<file path="src/rtl/xb_rd_stream_arbiter_pkg.sv">
// xb_stream_pkg: shared FSM state, header layout and round-robin helpers for the read-stream arbiter
package xb_stream_pkg;
   typedef enum logic [1:0] {IDLE, HDR, BODY, DRAIN} state_e;
   localparam logic [7:0] HDR_MAGIC_DFLT = 8'hA5;
   localparam int HDR_TAG_W = 8;
   localparam int HDR_CH_W = 8;
   localparam int HDR_SEQ_OFS = HDR_TAG_W + HDR_CH_W;
   function automatic logic [3:0] rr_pick(input logic [15:0] req, input logic [3:0] ptr, input int n);
      logic [3:0] r;
      r = ptr;
      for (int k = 15; k >= 0; k--)
         if (k < n && req[(int'(ptr) + k) % n]) r = 4'((int'(ptr) + k) % n);
      return r;
   endfunction
   function automatic logic [3:0] rr_next(input logic [3:0] ptr, input int n);
      return 4'((int'(ptr) + 1) % n);
   endfunction
endpackage

</file>
<file path="src/rtl/xb_rd_stream_arbiter_if.sv">
// xb_rd_stream_arbiter_if: source-FIFO side and host read-stream side of the arbiter
interface xb_rd_stream_arbiter_if #(parameter int N_CH = 4, parameter int DATA_W = 32);
   localparam int CW = $clog2(N_CH);
   logic [N_CH*DATA_W-1:0] ch_data_w;
   logic [N_CH-1:0]        ch_last_w;
   logic [N_CH-1:0]        ch_empty_w;
   logic [N_CH-1:0]        ch_eof_w;
   logic [N_CH-1:0]        ch_rden_w;
   logic                   user_r_open_w;
   logic                   user_r_rden_w;
   logic [DATA_W-1:0]      user_r_data_w;
   logic                   user_r_empty_w;
   logic                   user_r_eof_w;
   logic [CW-1:0]          cur_ch_w;
   modport master (
      output ch_data_w, ch_last_w, ch_empty_w, ch_eof_w, user_r_open_w, user_r_rden_w,
      input  ch_rden_w, user_r_data_w, user_r_empty_w, user_r_eof_w, cur_ch_w
   );
   modport slave (
      input  ch_data_w, ch_last_w, ch_empty_w, ch_eof_w, user_r_open_w, user_r_rden_w,
      output ch_rden_w, user_r_data_w, user_r_empty_w, user_r_eof_w, cur_ch_w
   );
endinterface

</file>
<file path="src/rtl/xb_rd_stream_arbiter_obuf2.sv">
// xb_obuf2: 2-entry synchronous FIFO with registered (non-FWFT) read data and flush
module xb_obuf2 #(parameter int DATA_W = 32) (
   input  logic              clk,
   input  logic              rst_n,
   input  logic              flush,
   input  logic              push,
   input  logic [DATA_W-1:0] push_data,
   input  logic              pop,
   output logic              full,
   output logic              empty,
   output logic [1:0]        count,
   output logic [DATA_W-1:0] rd_data
);
   logic [DATA_W-1:0] mem_q [2];
   logic [DATA_W-1:0] mem_d [2];
   logic [DATA_W-1:0] rd_data_q, rd_data_d;
   logic              wr_ptr_q, wr_ptr_d, rd_ptr_q, rd_ptr_d;
   logic [1:0]        cnt_q, cnt_d;
   logic              pop_ok, push_ok;
   assign full    = cnt_q == 2'd2;
   assign empty   = cnt_q == 2'd0;
   assign count   = cnt_q;
   assign rd_data = rd_data_q;
   // a pop frees a slot in the same cycle, so a full buffer still accepts a push alongside a pop
   always_comb begin
      pop_ok    = pop & !empty & !flush;
      push_ok   = push & (!full | pop_ok) & !flush;
      mem_d     = mem_q;
      if (push_ok) mem_d[wr_ptr_q] = push_data;
      rd_data_d = pop_ok ? mem_q[rd_ptr_q] : rd_data_q;
      wr_ptr_d  = flush ? 1'b0 : wr_ptr_q ^ push_ok;
      rd_ptr_d  = flush ? 1'b0 : rd_ptr_q ^ pop_ok;
      cnt_d     = flush ? 2'd0 : cnt_q + {1'b0, push_ok} - {1'b0, pop_ok};
   end
   // state registers
   always_ff @(posedge clk or negedge rst_n) begin
      if (!rst_n) begin
         mem_q     <= '{default: '0};
         rd_data_q <= '0;
         wr_ptr_q  <= 1'b0;
         rd_ptr_q  <= 1'b0;
         cnt_q     <= 2'd0;
      end else begin
         mem_q     <= mem_d;
         rd_data_q <= rd_data_d;
         wr_ptr_q  <= wr_ptr_d;
         rd_ptr_q  <= rd_ptr_d;
         cnt_q     <= cnt_d;
      end
   end
endmodule

</file>
<file path="src/rtl/xb_rd_stream_arbiter.sv">
// xb_rd_stream_arbiter: packet-atomic round-robin mux of N FWFT sources onto one Xillybus read stream
module xb_rd_stream_arbiter
   import xb_stream_pkg::*;
#(
   parameter int         N_CH      = 4,
   parameter int         DATA_W    = 32,
   parameter int         SEQ_W     = 16,
   parameter logic [7:0] HDR_MAGIC = HDR_MAGIC_DFLT
) (
   input  logic                   bus_clk_w,
   input  logic                   trn_reset_n_w,
   xb_rd_stream_arbiter_if.slave  bus
);
   localparam int CW = $clog2(N_CH);
   state_e                      state_q, state_d;
   logic [CW-1:0]               cur_ch_q, cur_ch_d, rr_q, rr_d;
   logic [N_CH-1:0][SEQ_W-1:0]  seq_q, seq_d;
   logic                        eof_q, eof_d;
   logic [N_CH-1:0]             ch_rden;
   logic                        push, open, src_valid, src_last, host_pop, space;
   logic                        ob_full, ob_empty;
   logic [1:0]                  ob_cnt;
   logic [DATA_W-1:0]           push_data, hdr, src_data;
   assign open      = bus.user_r_open_w;
   assign src_data  = bus.ch_data_w[int'(cur_ch_q)*DATA_W +: DATA_W];
   assign src_valid = !bus.ch_empty_w[cur_ch_q];
   assign src_last  = bus.ch_last_w[cur_ch_q];
   assign host_pop  = open & bus.user_r_rden_w & !ob_empty;
   assign space     = !ob_full | host_pop;
   assign bus.ch_rden_w      = ch_rden;
   assign bus.user_r_empty_w = ob_empty | !open;
   assign bus.user_r_eof_w   = eof_q;
   assign bus.cur_ch_w       = cur_ch_q;
   // header word: tag, channel id, sequence number, zero padding below
   always_comb begin
      hdr = '0;
      hdr[DATA_W-1 -: HDR_TAG_W]            = HDR_MAGIC;
      hdr[DATA_W-HDR_TAG_W-1 -: HDR_CH_W]   = 8'(cur_ch_q);
      hdr[DATA_W-HDR_SEQ_OFS-1 -: SEQ_W]    = seq_q[cur_ch_q];
   end
   // packet FSM: once a channel is chosen no other channel is popped until its last word
   always_comb begin
      state_d   = state_q;
      cur_ch_d  = cur_ch_q;
      rr_d      = rr_q;
      seq_d     = seq_q;
      ch_rden   = '0;
      push      = 1'b0;
      push_data = src_data;
      case (state_q)
         IDLE:
            if (open && |(~bus.ch_empty_w)) begin
               cur_ch_d = CW'(rr_pick(16'(~bus.ch_empty_w), 4'(rr_q), N_CH));
               state_d  = HDR;
            end
         HDR:
            if (!open) state_d = IDLE;
            else if (space) begin
               push             = 1'b1;
               push_data        = hdr;
               seq_d[cur_ch_q]  = seq_q[cur_ch_q] + 1'b1;
               state_d          = BODY;
            end
         BODY:
            if (!open) state_d = DRAIN;
            else if (src_valid && space) begin
               ch_rden[cur_ch_q] = 1'b1;
               push              = 1'b1;
               if (src_last) begin
                  rr_d    = CW'(rr_next(4'(cur_ch_q), N_CH));
                  state_d = IDLE;
               end
            end
         DRAIN:
            if (src_valid) begin
               ch_rden[cur_ch_q] = 1'b1;
               if (src_last) begin
                  rr_d    = CW'(rr_next(4'(cur_ch_q), N_CH));
                  state_d = IDLE;
               end
            end
         default: state_d = IDLE;
      endcase
      eof_d = open & (&bus.ch_eof_w) & (&bus.ch_empty_w) & (ob_cnt == 2'd0) & (state_q == IDLE);
   end
   // state registers
   always_ff @(posedge bus_clk_w or negedge trn_reset_n_w) begin
      if (!trn_reset_n_w) begin
         state_q  <= IDLE;
         cur_ch_q <= '0;
         rr_q     <= '0;
         seq_q    <= '0;
         eof_q    <= 1'b0;
      end else begin
         state_q  <= state_d;
         cur_ch_q <= cur_ch_d;
         rr_q     <= rr_d;
         seq_q    <= seq_d;
         eof_q    <= eof_d;
      end
   end
   xb_obuf2 #(.DATA_W(DATA_W)) u_obuf (
      .clk       (bus_clk_w),
      .rst_n     (trn_reset_n_w),
      .flush     (!open),
      .push      (push),
      .push_data (push_data),
      .pop       (host_pop),
      .full      (ob_full),
      .empty     (ob_empty),
      .count     (ob_cnt),
      .rd_data   (bus.user_r_data_w)
   );
endmodule

</file>
<file path="src/flat_wrapper.sv">
// flat-port wrapper written by rule: the top's interface ports become plain ports
module xb_rd_stream_arbiter_flat import xb_stream_pkg::*;
#(
   parameter int         N_CH      = 4,
   parameter int         DATA_W    = 32,
   parameter int         SEQ_W     = 16,
   parameter logic [7:0] HDR_MAGIC = HDR_MAGIC_DFLT
)
  (bus_clk_w, trn_reset_n_w, bus_ch_data_w, bus_ch_last_w, bus_ch_empty_w, bus_ch_eof_w, bus_user_r_open_w, bus_user_r_rden_w, bus_ch_rden_w, bus_user_r_data_w, bus_user_r_empty_w, bus_user_r_eof_w, bus_cur_ch_w);
  xb_rd_stream_arbiter_if #(.N_CH(N_CH), .DATA_W(DATA_W)) bus_i ();
  input  logic bus_clk_w;
  input  logic trn_reset_n_w;
  input wire logic [$bits(bus_i.ch_data_w)-1:0] bus_ch_data_w;
  input wire logic [$bits(bus_i.ch_last_w)-1:0] bus_ch_last_w;
  input wire logic [$bits(bus_i.ch_empty_w)-1:0] bus_ch_empty_w;
  input wire logic [$bits(bus_i.ch_eof_w)-1:0] bus_ch_eof_w;
  input wire logic [$bits(bus_i.user_r_open_w)-1:0] bus_user_r_open_w;
  input wire logic [$bits(bus_i.user_r_rden_w)-1:0] bus_user_r_rden_w;
  output wire logic [$bits(bus_i.ch_rden_w)-1:0] bus_ch_rden_w;
  output wire logic [$bits(bus_i.user_r_data_w)-1:0] bus_user_r_data_w;
  output wire logic [$bits(bus_i.user_r_empty_w)-1:0] bus_user_r_empty_w;
  output wire logic [$bits(bus_i.user_r_eof_w)-1:0] bus_user_r_eof_w;
  output wire logic [$bits(bus_i.cur_ch_w)-1:0] bus_cur_ch_w;
  assign bus_i.ch_data_w = bus_ch_data_w;
  assign bus_i.ch_last_w = bus_ch_last_w;
  assign bus_i.ch_empty_w = bus_ch_empty_w;
  assign bus_i.ch_eof_w = bus_ch_eof_w;
  assign bus_i.user_r_open_w = bus_user_r_open_w;
  assign bus_i.user_r_rden_w = bus_user_r_rden_w;
  assign bus_ch_rden_w = bus_i.ch_rden_w;
  assign bus_user_r_data_w = bus_i.user_r_data_w;
  assign bus_user_r_empty_w = bus_i.user_r_empty_w;
  assign bus_user_r_eof_w = bus_i.user_r_eof_w;
  assign bus_cur_ch_w = bus_i.cur_ch_w;
  xb_rd_stream_arbiter #(.N_CH(N_CH), .DATA_W(DATA_W), .SEQ_W(SEQ_W), .HDR_MAGIC(HDR_MAGIC)) u_core (.bus_clk_w(bus_clk_w), .trn_reset_n_w(trn_reset_n_w), .bus(bus_i));
endmodule
</file>
<file path="config.mk">
export PLATFORM = sky130hd
export DESIGN_NAME = xb_rd_stream_arbiter_flat
export DESIGN_NICKNAME = d
export VERILOG_FILES = /design/src/rtl/xb_rd_stream_arbiter_pkg.sv /design/src/rtl/xb_rd_stream_arbiter_if.sv /design/src/rtl/xb_rd_stream_arbiter_obuf2.sv /design/src/rtl/xb_rd_stream_arbiter.sv /design/src/flat_wrapper.sv
export SDC_FILE = /design/constraint.sdc
export NUM_CORES = 1
export LEC_CHECK = 0
export ABC_AREA = 1
export CORE_MARGIN = 2
export CORE_UTILIZATION = 24
export CTS_CLUSTER_DIAMETER = 80
export DETAILED_ROUTE_END_ITERATION = 6
export PLACE_DENSITY = 0.55
export SLEW_MARGIN = 40
export SYNTH_ARGS = -nofsm -noshare
export SYNTH_HDL_FRONTEND = slang
export SYNTH_HIERARCHICAL = 1
export SYNTH_SLANG_ARGS = --single-unit
</file>
<file path="constraint.sdc">
create_clock -name bus_clk_w -period 2.22 [get_ports bus_clk_w]
set_input_delay 0.444 -clock bus_clk_w [delete_from_list [all_inputs] [get_ports bus_clk_w]]
set_output_delay 0.444 -clock bus_clk_w [all_outputs]
set_load 0.02 [all_outputs]
</file>
==> results by group <==
Run status
  • Status: finished with violations
  • Failing checks: hold timing, setup timing

Logic synthesis
  • Syn nets: between 1k and 1.5k
  • Main combinational cell family by area after synthesis: simple AND/OR/NAND/NOR gates
  • Mean cell area of the mapped netlist: between 7 and 8 µm²
  • Sequential fraction of the synthesis area: between 40% and 50%
  • Synth Warn #: 6
  • Most frequent cells after synthesis: 420 x nand2_1, 171 x dfrtp_1, 171 x o21ai_0, 115 x nor2_1, 86 x inv_1
  • Synth Area in Simple Gates: 27.0%
  • Asr flop ratio synth: 100%
  • Ys flop type: dfrtp_1
  • XOR/XNOR Fraction of Synth Area: less than 1%
  • Library cells used by synthesis: 37
  • Multiplexer area fraction after synthesis: 3.88%
  • Top post-synthesis cells by area: dfrtp_1 44%, nand2_1 16%, o21ai_0 8.9%, nor2_1 4.5%, inv_1 3.3%
  • Post-Syn Instances: 1,282
  • Yosys top cell area share: between 40% and 50%
  • Most common cell in the netlist: nand2_1
  • FF+latch count, synth: between 150 and 200
  • Synthesized cell area: 9660 µm²
  • Post-Synth Adder-Cell Area: ~1.7%
  • Post-synth top area cell: dfrtp_1
  • Number of synthesized flops with an enable pin: 0
  • Synth Area in Compound Gates: between 10% and 20%

Timing
  • PnR worst setup slack: -0.0151 ns
  • Final setup fails: 2
  • Final Cycle Share: 101%
  • Final Hold Vio Count: 18
  • Worst slew margin: around three fifths
  • Clock skew: about 0.022 ns
  • Pins Over Slew Limit: 0
  • Worst Tran Pin Value: between 0.6 and 0.7 ns
  • Fin Hold WS: -0.0303 ns
  • RSZ-0062 raised after global routing: yes
  • Fmax: about 0.45 GHz
  • Minimum clock period: 2.24 ns

Worst setup path
  • End point of the critical path: bus_ch_rden_w[1]
  • Reg2Reg Depth: 17
  • Worst-path fanout max: 4
  • CP Capture Type: output pin
  • R2R Setup Slk: 0.03 ns
  • Crit path launch: u_core/bus.cur_ch_w[0]$_DFFE_PN0P_
  • Worst r2r dst: u_core/seq_q[62]$_DFFE_PN0P_
  • Critical path type: register to output pin
  • CP Launch Type: register
  • Worst path arrival time: between 1.5 and 2 ns
  • Crit Reg-Reg Startpoint: u_core/bus.cur_ch_w[0]$_DFFE_PN0P_
  • Worst path required time: between 1.5 and 2 ns

Floorplanning
  • Core Footprint: around 40,000 µm²
  • Die ar.: approximately 42,000 µm²
  • Ports: around 180
  • Die H: approximately 200 µm
  • # rows: between 70 and 80
  • Initial core utilization: between 20% and 30%
  • Die Wd: 205 µm

Routing
  • Initial drt markers: ~700
  • Via density: between 4 and 5
  • Antenna viol nets, final: 0
  • DR WL/cell: approximately 15 µm
  • Vias: 9,322
  • Pre-antenna DRT Iters: 5
  • Final wirelength: about 31,000 µm
  • DRC errors left: 0

Job
  • Max_cap viols: 0

Placement
  • DP HPWL: 21,500 µm
  • Placer Congestion: 0.820
  • IO buf count: about 180

Power and ir drop
  • Worst IR drop on VDD: just under 0.7 mV
  • Power density over the cells: 1260 nW/µm²
  • Lkg Pwr: ~6.5 nW
  • Overall Power: 0.0176 W

Finish
  • Nets: approximately 1.7k
  • Reg area: approximately 4300 µm²
  • P&R area growth vs syn: 44.7%
  • Footprint of the multi-input gates: between 4000 and 5000 µm²
  • Share of cells above drive strength 1: approximately 18%
  • Antenna Cells: 0
  • Fill cell count: 4,130

Global route
  • Largest net degree at the start of global routing: 67
  • Initial antenna violation count: 0
  • Gr ovfl total: 0
  • Vias in the first global route: roughly 8.9k
  • Total GRT Usage: 14.4%
  • First-pass GRT wire length: 47,600 µm

Clock tree
  • Clk Tree Root Cell: clkbuf_16
  • Clk pin slew, worst setup/hold paths: ~0.08 ns
  • CTS tree: done
  • Clk buf depth: 2
  • Clock sink count: 171
  • Total CTS buffers: 17
  • Clock latency on the worst-skew pair: roughly 0.45 ns
  • CTS HTree Levels: 4

Min path
  • Hold crit path type: primary input to async pin
==> repair_timing <==
action                     CTS  global route
setup endpoints to repair   46            90
cloned                       2             6
buffers inserted             6            15
hold buffers                 0             0
resized for setup           40            85
pin swaps                    8            20
==> report_power, final <==
| part | internal, W | leakage, nW | switching, W |
|---|---|---|---|
| clock | 0.00156 | 0.305 | 0.00155 |
| combinational | 0.00408 | 4.00 | 0.00549 |
| sequential | 0.00433 | 2.22 | 0.000621 |
==> per-stage QoR <==
stage	setup TNS, ns	instance area [µm²]	setup slack [ns]	util [%]	instances
after global placement	-32.12	12700	-0.504	32.0	2016
final	-0.0156	14000	-0.0151	35.2	2075
after CTS	-0.136	13500	-0.0476	34.0	2056
after detailed placement	-31.40	12700	-0.515	32.0	2016
after floorplan	-0.0553	9690	-0.00703	-	1282
after global routing	-1.54	14000	-0.0936	35.2	2075
==> metal layers <==
layer,global-route usage [%],wire length (µm),vias up
li1,-,-,4662
met1,18.7,14200,4439
met2,24.9,15600,196
met3,2.31,1110,25
met4,3.57,443,0
met5,0,0,-
==> registers in the layout, summed over array words and instances, names as in the netlist <==
register,count
u_core/u_obuf/rd_data,32
u_core/u_obuf/mem_q,64
u_core/bus.user_r_eof_w,1
u_core/u_obuf/rd_ptr_q,1
u_core/rr_q,2
u_core/bus.cur_ch_w,2
u_core/seq_q,64
u_core/u_obuf/wr_ptr_q,1
u_core/u_obuf/count,2
u_core/state_q,2
==> kinds of logic (layout without fill, tap and decap cells) <==
logic type      Yosys count  count (layout)
compound gates          267             267
xor+xnor                  3               3
fa+ha+maj                13              13
buf+inv                 165             433
flops                   171             171
mux                      32              32
simple gates            631             631
==> how the worst min path moves through the flow <==
stage                                             from                                  to  slack [ns]  depth (start not counted)
after floorplan                          trn_reset_n_w  u_core/bus.cur_ch_w[0]$_DFFE_PN0P_        0.15                          0
final                                    trn_reset_n_w       u_core/state_q[1]$_DFFE_PN0P_       -0.03                          1
after CTS                                trn_reset_n_w       u_core/state_q[0]$_DFFE_PN0P_      0.0008                          1
after detailed placement  u_core/seq_q[60]$_DFFE_PN0P_        u_core/seq_q[60]$_DFFE_PN0P_        0.47                          2
after global placement    u_core/seq_q[57]$_DFFE_PN0P_        u_core/seq_q[57]$_DFFE_PN0P_        0.46                          2
after global routing                     trn_reset_n_w       u_core/state_q[0]$_DFFE_PN0P_       0.002                          1
==> placed cells by master, fill, tap and decap left out, types with 3 or more instances in the layout <==
cell / n
nand2_1: 408
nand3_2: 7
dfrtp_1: 167
clkbuf_16: 22
a21oi_1: 18
buf_6: 5
buf_12: 19
mux2_4: 31
dfrtp_2: 3
nor2_4: 11
o221ai_1: 4
nor2_1: 108
nand2_4: 4
inv_1: 79
a21oi_2: 3
o21ai_2: 3
buf_4: 97
buf_16: 3
nor2_2: 7
o22ai_1: 26
nand3_1: 58
clkinv_8: 9
ha_1: 9
inv_6: 4
clkdlybuf4s50_1: 177
o21ai_1: 43
inv_2: 9
nand2_2: 19
o21ai_0: 163
==> layout make-up <==
type	count	area share [%]
clock buffers	17	3.04
clock inverters	15	1.51
inverters	91	2.57
multi-input cells	946	34.9
flip-flops and latches	171	30.6
well taps	525	4.70
repair buffers	309	22.6
repair inverters	1	0.0626
==> worst max-delay path, cell delays in order, from the launching register on <==
cell and delay [ns]:
dfrtp_4 0.50, buf_2 0.18, buf_4 0.16, ha_1 0.24, nand2_1 0.09, nor2_1 0.04
buf_4 0.15
(Power assumes the default switching activity.)
